[src/rtl/uart_tx_mmio.sv]
// uart_tx_mmio: memory-mapped UART transmitter with a byte FIFO.
// Register window: TXDATA (+0), STATUS (+4), DIVISOR (+8), reserved (+12).
// Optional feature: define UART_TX_PARITY_EN to add an even-parity bit (8E1 frame).
module uart_tx_mmio #(
  parameter logic [31:0] BASE_ADDR   = 32'h0030_0000,
  parameter int          FIFO_DEPTH  = 8,
  parameter logic [15:0] DEFAULT_DIV = 16'd434
) (
  input  logic        clock,
  input  logic        reset,
  input  logic [31:0] dmemaddr,
  input  logic [31:0] dmemdatain,
  input  logic [2:0]  dmemop,
  input  logic        dmemwe,
  output logic        hit,
  output logic [31:0] dmemdataout,
  output logic        txd,
  output logic        irq
);

  // state    | meaning
  // IDLE     | line high, waiting for a queued byte
  // START    | start bit (low)
  // DATA     | 8 data bits, LSB first
  // PARITY   | even-parity bit (only reachable with UART_TX_PARITY_EN)
  // STOP     | stop bit (high); pops the next byte directly if one is queued
  typedef enum logic [2:0] {IDLE, START, DATA, PARITY, STOP} state_t;

  localparam int            AW       = $clog2(FIFO_DEPTH);
  localparam logic [AW:0]   FULL_CNT = (AW+1)'(FIFO_DEPTH);

  state_t          state;
  logic [7:0]      fifo_mem [FIFO_DEPTH];
  logic [AW-1:0]   rd_ptr;
  logic [AW-1:0]   wr_ptr;
  logic [AW:0]     count;
  logic            overflow;
  logic [15:0]     divisor;
  logic [15:0]     bit_cnt;
  logic [15:0]     div_reload;
  logic [7:0]      shreg;
  logic [2:0]      bit_idx;
  logic [1:0]      offset;
  logic [6:0]      count_ext;
  logic            full, empty, busy, pop, push, bit_done;
  logic            wr_txdata, wr_status, wr_divisor;
  logic            unused_inputs;

  assign hit        = (dmemaddr[31:4] == BASE_ADDR[31:4]);
  assign offset     = dmemaddr[3:2];
  assign wr_txdata  = hit && dmemwe && (offset == 2'd0);
  assign wr_status  = hit && dmemwe && (offset == 2'd1);
  assign wr_divisor = hit && dmemwe && (offset == 2'd2);

  assign full       = (count == FULL_CNT);
  assign empty      = (count == '0);
  assign busy       = (state != IDLE);
  assign irq        = empty && !busy;
  assign count_ext  = 7'(count);

  // A divisor of 0 behaves as 1: the down-counter reloads with divisor-1, floored at 0.
  assign div_reload = (divisor == 16'd0) ? 16'd0 : divisor - 16'd1;
  assign bit_done   = (bit_cnt == 16'd0);

  // Pop happens when idle, or at the end of a stop bit so frames run back to back.
  assign pop  = !empty && ((state == IDLE) || (state == STOP && bit_done));
  // A write to a full FIFO is still accepted if a slot frees up on the same edge.
  assign push = wr_txdata && (!full || pop);

  // Access size and sub-word address bits do not matter to this block.
  assign unused_inputs = ^{dmemop, dmemaddr[1:0], dmemdatain[31:16]};

  // FIFO storage; no reset needed since pointers and count define validity.
  always_ff @(posedge clock) begin
    if (push) fifo_mem[wr_ptr] <= dmemdatain[7:0];
  end

  // FIFO pointers, occupancy count and the sticky overflow flag.
  always_ff @(posedge clock or posedge reset) begin
    if (reset) begin
      rd_ptr   <= '0;
      wr_ptr   <= '0;
      count    <= '0;
      overflow <= 1'b0;
    end else begin
      if (push) wr_ptr <= wr_ptr + 1'b1;
      if (pop)  rd_ptr <= rd_ptr + 1'b1;
      case ({push, pop})
        2'b10:   count <= count + 1'b1;
        2'b01:   count <= count - 1'b1;
        default: ;
      endcase
      if (wr_status)
        overflow <= 1'b0;
      else if (wr_txdata && full && !pop)
        overflow <= 1'b1;
    end
  end

  // Baud divisor register.
  always_ff @(posedge clock or posedge reset) begin
    if (reset) divisor <= DEFAULT_DIV;
    else if (wr_divisor) divisor <= dmemdatain[15:0];
  end

`ifdef UART_TX_PARITY_EN
  logic parity_bit;

  // Even parity of the byte being framed, captured when it is popped.
  always_ff @(posedge clock or posedge reset) begin
    if (reset) parity_bit <= 1'b0;
    else if (pop) parity_bit <= ^fifo_mem[rd_ptr];
  end
`endif

  // Transmit FSM; the bit timer reloads at every bit boundary from the live divisor.
  always_ff @(posedge clock or posedge reset) begin
    if (reset) begin
      state   <= IDLE;
      txd     <= 1'b1;
      bit_cnt <= 16'd0;
      shreg   <= 8'd0;
      bit_idx <= 3'd0;
    end else begin
      case (state)
        IDLE: begin
          if (pop) begin
            state   <= START;
            txd     <= 1'b0;
            shreg   <= fifo_mem[rd_ptr];
            bit_cnt <= div_reload;
          end
        end
        START: begin
          if (bit_done) begin
            state   <= DATA;
            txd     <= shreg[0];
            shreg   <= {1'b0, shreg[7:1]};
            bit_idx <= 3'd0;
            bit_cnt <= div_reload;
          end else begin
            bit_cnt <= bit_cnt - 16'd1;
          end
        end
        DATA: begin
          if (bit_done) begin
            bit_cnt <= div_reload;
            if (bit_idx == 3'd7) begin
`ifdef UART_TX_PARITY_EN
              state <= PARITY;
              txd   <= parity_bit;
`else
              state <= STOP;
              txd   <= 1'b1;
`endif
            end else begin
              txd     <= shreg[0];
              shreg   <= {1'b0, shreg[7:1]};
              bit_idx <= bit_idx + 3'd1;
            end
          end else begin
            bit_cnt <= bit_cnt - 16'd1;
          end
        end
        PARITY: begin
          if (bit_done) begin
            state   <= STOP;
            txd     <= 1'b1;
            bit_cnt <= div_reload;
          end else begin
            bit_cnt <= bit_cnt - 16'd1;
          end
        end
        STOP: begin
          if (bit_done) begin
            bit_cnt <= div_reload;
            if (pop) begin
              state <= START;
              txd   <= 1'b0;
              shreg <= fifo_mem[rd_ptr];
            end else begin
              state <= IDLE;
              txd   <= 1'b1;
            end
          end else begin
            bit_cnt <= bit_cnt - 16'd1;
          end
        end
        default: begin
          state <= IDLE;
          txd   <= 1'b1;
        end
      endcase
    end
  end

  // Combinational register read mux; reads never change state.
  always_comb begin
    dmemdataout = 32'd0;
    if (hit) begin
      case (offset)
        2'd1:    dmemdataout = {21'd0, count_ext, overflow, busy, empty, full};
        2'd2:    dmemdataout = {16'd0, divisor};
        default: dmemdataout = 32'd0;
      endcase
    end
  end

endmodule
[config.mk]
export PLATFORM = sky130hd
export DESIGN_NAME = uart_tx_mmio
export DESIGN_NICKNAME = d
export VERILOG_FILES = /design/src/rtl/uart_tx_mmio.sv
export SDC_FILE = /design/constraint.sdc
export NUM_CORES = 1
export LEC_CHECK = 0
export ABC_CLOCK_PERIOD_IN_PS = 2700
export BUFFER_PORTS_ARGS = -buffer_cell sky130_fd_sc_hd__buf_2
export CORE_AREA = 2 2 140 155
export DETAILED_ROUTE_END_ITERATION = 10
export DIE_AREA = 0 0 142 157
export PLACE_DENSITY = 0.52
export SLEW_MARGIN = 0
export SYNTH_ARGS = -nofsm -noshare
export SYNTH_HDL_FRONTEND = slang
export SYNTH_SLANG_ARGS = --single-unit
[constraint.sdc]
create_clock -name clock -period 2.7 [get_ports clock]
set_input_delay 0.135 -clock clock [delete_from_list [all_inputs] [get_ports clock]]
set_output_delay 0.135 -clock clock [all_outputs]
set_load 0.05 [all_outputs]
==> flow_metrics.env <==
export IMPL_outcome="finished, final reports clean"
export IMPL_path_cells="nor4_2 > a41o_1 > and3_1 > nand2b_1 > xnor2_1 > ha_1 > o31ai_1 > xor2_1"
export IMPL_power_leakage_nw=3.13
export IMPL_synth_top_area_share=0.314
export IMPL_path_clk_slew_ns=0.06
export IMPL_timing_reg2reg_setup_slack_ns=0.23
export IMPL_grt_max_degree=33
export IMPL_max_slew_margin=0.449
export IMPL_synth_yosys_seq_area_share=0.552
export IMPL_critical_path_required_ns=3.04
export IMPL_worst_pin_slew_ns=0.826
export IMPL_start_kind="register"
export IMPL_synth_edf_count=64
export IMPL_synthFlopType="edfxtp_1"
export IMPL_root_buffer="clkbuf_16"
export IMPL_final_cell_mix="buf_2 (67), edfxtp_1 (64), dfrtp_1 (52)"
export IMPL_reg2reg_from="bit_cnt[6]$_DFFE_PP0P_"
export IMPL_final_nets=687
export IMPL_ios=105
export IMPL_dr_first_iter_drc_count=291
export IMPL_route_vias_total=4352
export IMPL_grt_pass1_wl_um=23000
export IMPL_post_place_ws_ns=0.121
export IMPL_critPathKind="reg2reg"
export IMPL_setup_viol=0
export IMPL_hold_start="dmemdatain[0]"
export IMPL_htreeDepth=4
export IMPL_antenna_left=0
export IMPL_final_common_cell="buf_2"
export IMPL_critPathArrivalTime_ns=2.82
export IMPL_synth_ff_latch_count=122
export IMPL_gp_congestion=0.788
export IMPL_cp_slowest_cell="nor4_2"
export IMPL_finalSetupTns_ns=0
export IMPL_coreArea_um2=20600
export IMPL_synth_largest_area_cell="edfxtp_1"
export IMPL_finalClockSkew_ns=0.00737
export IMPL_grt_antenna_before_repair=0
export IMPL_clk_latency_ns=0.42
export IMPL_max_stage_delay_ns=0.49
export IMPL_whs_ns=0.0213
export IMPL_hpwl_um=10100
export IMPL_numCtsBuffers=17
export IMPL_async_flop_share=0.475
export IMPL_synth_cell_type_count=59
export IMPL_powerDensity_nw_per_um2=567
export IMPL_r2r_cells=8
export IMPL_fmax_ghz=0.405
export IMPL_r2r_end="count[2]$_DFFE_PP0P_"
export IMPL_cts_setup_buffers=0
export IMPL_layout_min_cycle_time_ns=2.47
export IMPL_min_path_type="in2reg"
export IMPL_grt_setup_unrepaired="no"
export IMPL_portBuffers=67
export IMPL_tritoncts="done"
export IMPL_cts_sink_count=122
export IMPL_setup_ws_ns=0.228
export IMPL_fin_crit_sh=0.915
export IMPL_min_path_cells=1
export IMPL_drive_gt1_frac=0.306
export IMPL_maxCapViolCount=0
export IMPL_crit_path_max_fanout=8
export IMPL_drtPass1Iterations=4
export IMPL_yosysWarnings=0
export IMPL_grtUsageTotal=0.135
export IMPL_grt_overflow=0
export IMPL_die_area_um2=22300
export IMPL_wirelength_um=14200
export IMPL_utilization=0.366
export IMPL_synthTopCellsByArea="edfxtp_1 (31%), dfrtp_1 (21%), mux4_2 (5.9%)"
export IMPL_num_rows=55
export IMPL_power_ir_vdd_worst_uv=414
export IMPL_die_y_um=157
export IMPL_min_to="fifo_mem[2][0]$_DFFE_PP_"
export IMPL_final_max_slew_viol_count=0
export IMPL_grt_pass1_vias=4456
export IMPL_vias_per_cell=4.98
export IMPL_syn_area_um2=6130
export IMPL_routedWlPerCell_um=16.2
export IMPL_clk_path_buf_depth=2
export IMPL_timing_final_hold_violations=0
export IMPL_setup_worst_path_end_class="register"
export IMPL_die_w_um=142
export IMPL_syn_avg_cell_area_um2=12.1
export IMPL_initial_core_util=0.298
export IMPL_power_mw=4.27
export IMPL_antenna_cells=0
export IMPL_fill_cells=1972
export IMPL_syn_inst=505
export IMPL_drc=0
export IMPL_areaGrowthSynthToFinish_pct=22.8
[power by group]
group | switching, mW | total, mW | internal [mW]
registers | 0.0000000150 | 1.96 | 1.96
clock network | 0.880 | 2.16 | 1.28
logic | 0.102 | 0.144 | 0.0415
[how the worst max path moves through the flow]
stage                                 from                  endpoint  slack, ns  cells past startpoint
floorplan             count[1]$_DFFE_PP0P_    bit_cnt[0]$_DFFE_PP0P_       0.08                      7
CTS                 bit_cnt[0]$_DFFE_PP0P_   bit_cnt[13]$_DFFE_PP0P_       0.12                      8
global placement    bit_cnt[0]$_DFFE_PP0P_    bit_cnt[9]$_DFFE_PP0P_       0.17                      9
finish              bit_cnt[6]$_DFFE_PP0P_      count[2]$_DFFE_PP0P_       0.23                      8
detailed placement  bit_cnt[0]$_DFFE_PP0P_   bit_cnt[13]$_DFFE_PP0P_       0.12                      8
global route        bit_cnt[6]$_DFFE_PP0P_  fifo_mem[1][4]$_DFFE_PP_       0.02                      6
[sequential cells by signal, indices dropped and copies added, names as in the netlist, 3 cells and up]
name      count
count         4
state         3
shreg         8
wr_ptr        3
fifo_mem     64
bit_cnt      16
bit_idx       3
divisor      16
rd_ptr        3
[area by class of cell]
type | count | area, um2 | area share
sequential | 122 | 3380 | 0.449
multi-input combinational | 348 | 2570 | 0.341
timing repair buffer | 104 | 651 | 0.0865
clock buffer | 18 | 429 | 0.0570
tap | 256 | 320 | 0.0426
clock inverter | 14 | 134 | 0.0178
inverter | 12 | 45.0 | 0.00599
[metal layers]
| metal | routed length, um | track usage | part of all wire | vias to the layer above |
|---|---|---|---|---|
| met2 | 7010 | 0.230 | 0.49 | 110 |
| met4 | 263 | 0.0586 | 0.019 | 0 |
| met3 | 449 | 0.0243 | 0.032 | 22 |
| li1 | - | - | - | 2077 |
| met5 | 0 | 0 | 0 | - |
| met1 | 6450 | 0.167 | 0.46 | 2143 |
[through the flow]
stage / cells / instance area [um2]
4_1_cts: 874 / 7520
3_5_place_dp: 832 / 6850
2_1_floorplan: 520 / 6190
5_1_grt: 874 / 7530
3_3_place_gp: 832 / 6850
6_report: 874 / 7530
[Yosys cell counts, types with 3 or more instances]
library cell,number
or4_1,4
mux4_2,16
nor2_1,40
nor4_1,11
o21ai_0,31
dfrtp_1,52
inv_1,12
nand4_1,5
mux2i_1,9
nand2_1,29
xor2_1,11
buf_1,3
nand3_1,5
clkbuf_1,16
xnor2_1,11
edfxtp_1,64
or3_1,6
mux2_2,26
ha_1,12
a22oi_1,11
or2_2,3
nor3_1,18
buf_2,3
nand2b_1,7
and3_1,9
o211ai_1,3
buf_4,16
dfstp_2,6
a21oi_1,22
o22ai_1,3
[cell families after synthesis]
logic type	Yosys count	synth area share
other	1	0.000612
xor gates and xnor gates	22	0.0314
muxes	51	0.121
adders and majority gates	12	0.0245
and+or+nand+nor	154	0.135
DFF	122	0.552
buffers and inverters	50	0.0410
AOI/OAI and AO/OA	93	0.0948
[what timing repair did]
| item | 4_1_cts | 5_1_grt |
|---|---|---|
| setup endpoints to repair | 0 | 19 |
| hold buffers | 10 | 0 |
| hold endpoints to repair | 39 | 0 |
| resized for setup | 0 | 2 |
[worst max-delay path, delay by kind of cell (launching register included)]
kind / cells / cell delay [ns]
DFF: 1 / 0.46
and+or+nand+nor: 3 / 0.84
adders and majority gates: 1 / 0.20
AOI/OAI and AO/OA: 2 / 0.58
xor gates and xnor gates: 2 / 0.32
Note: power is estimated with default switching activity, not from simulation.
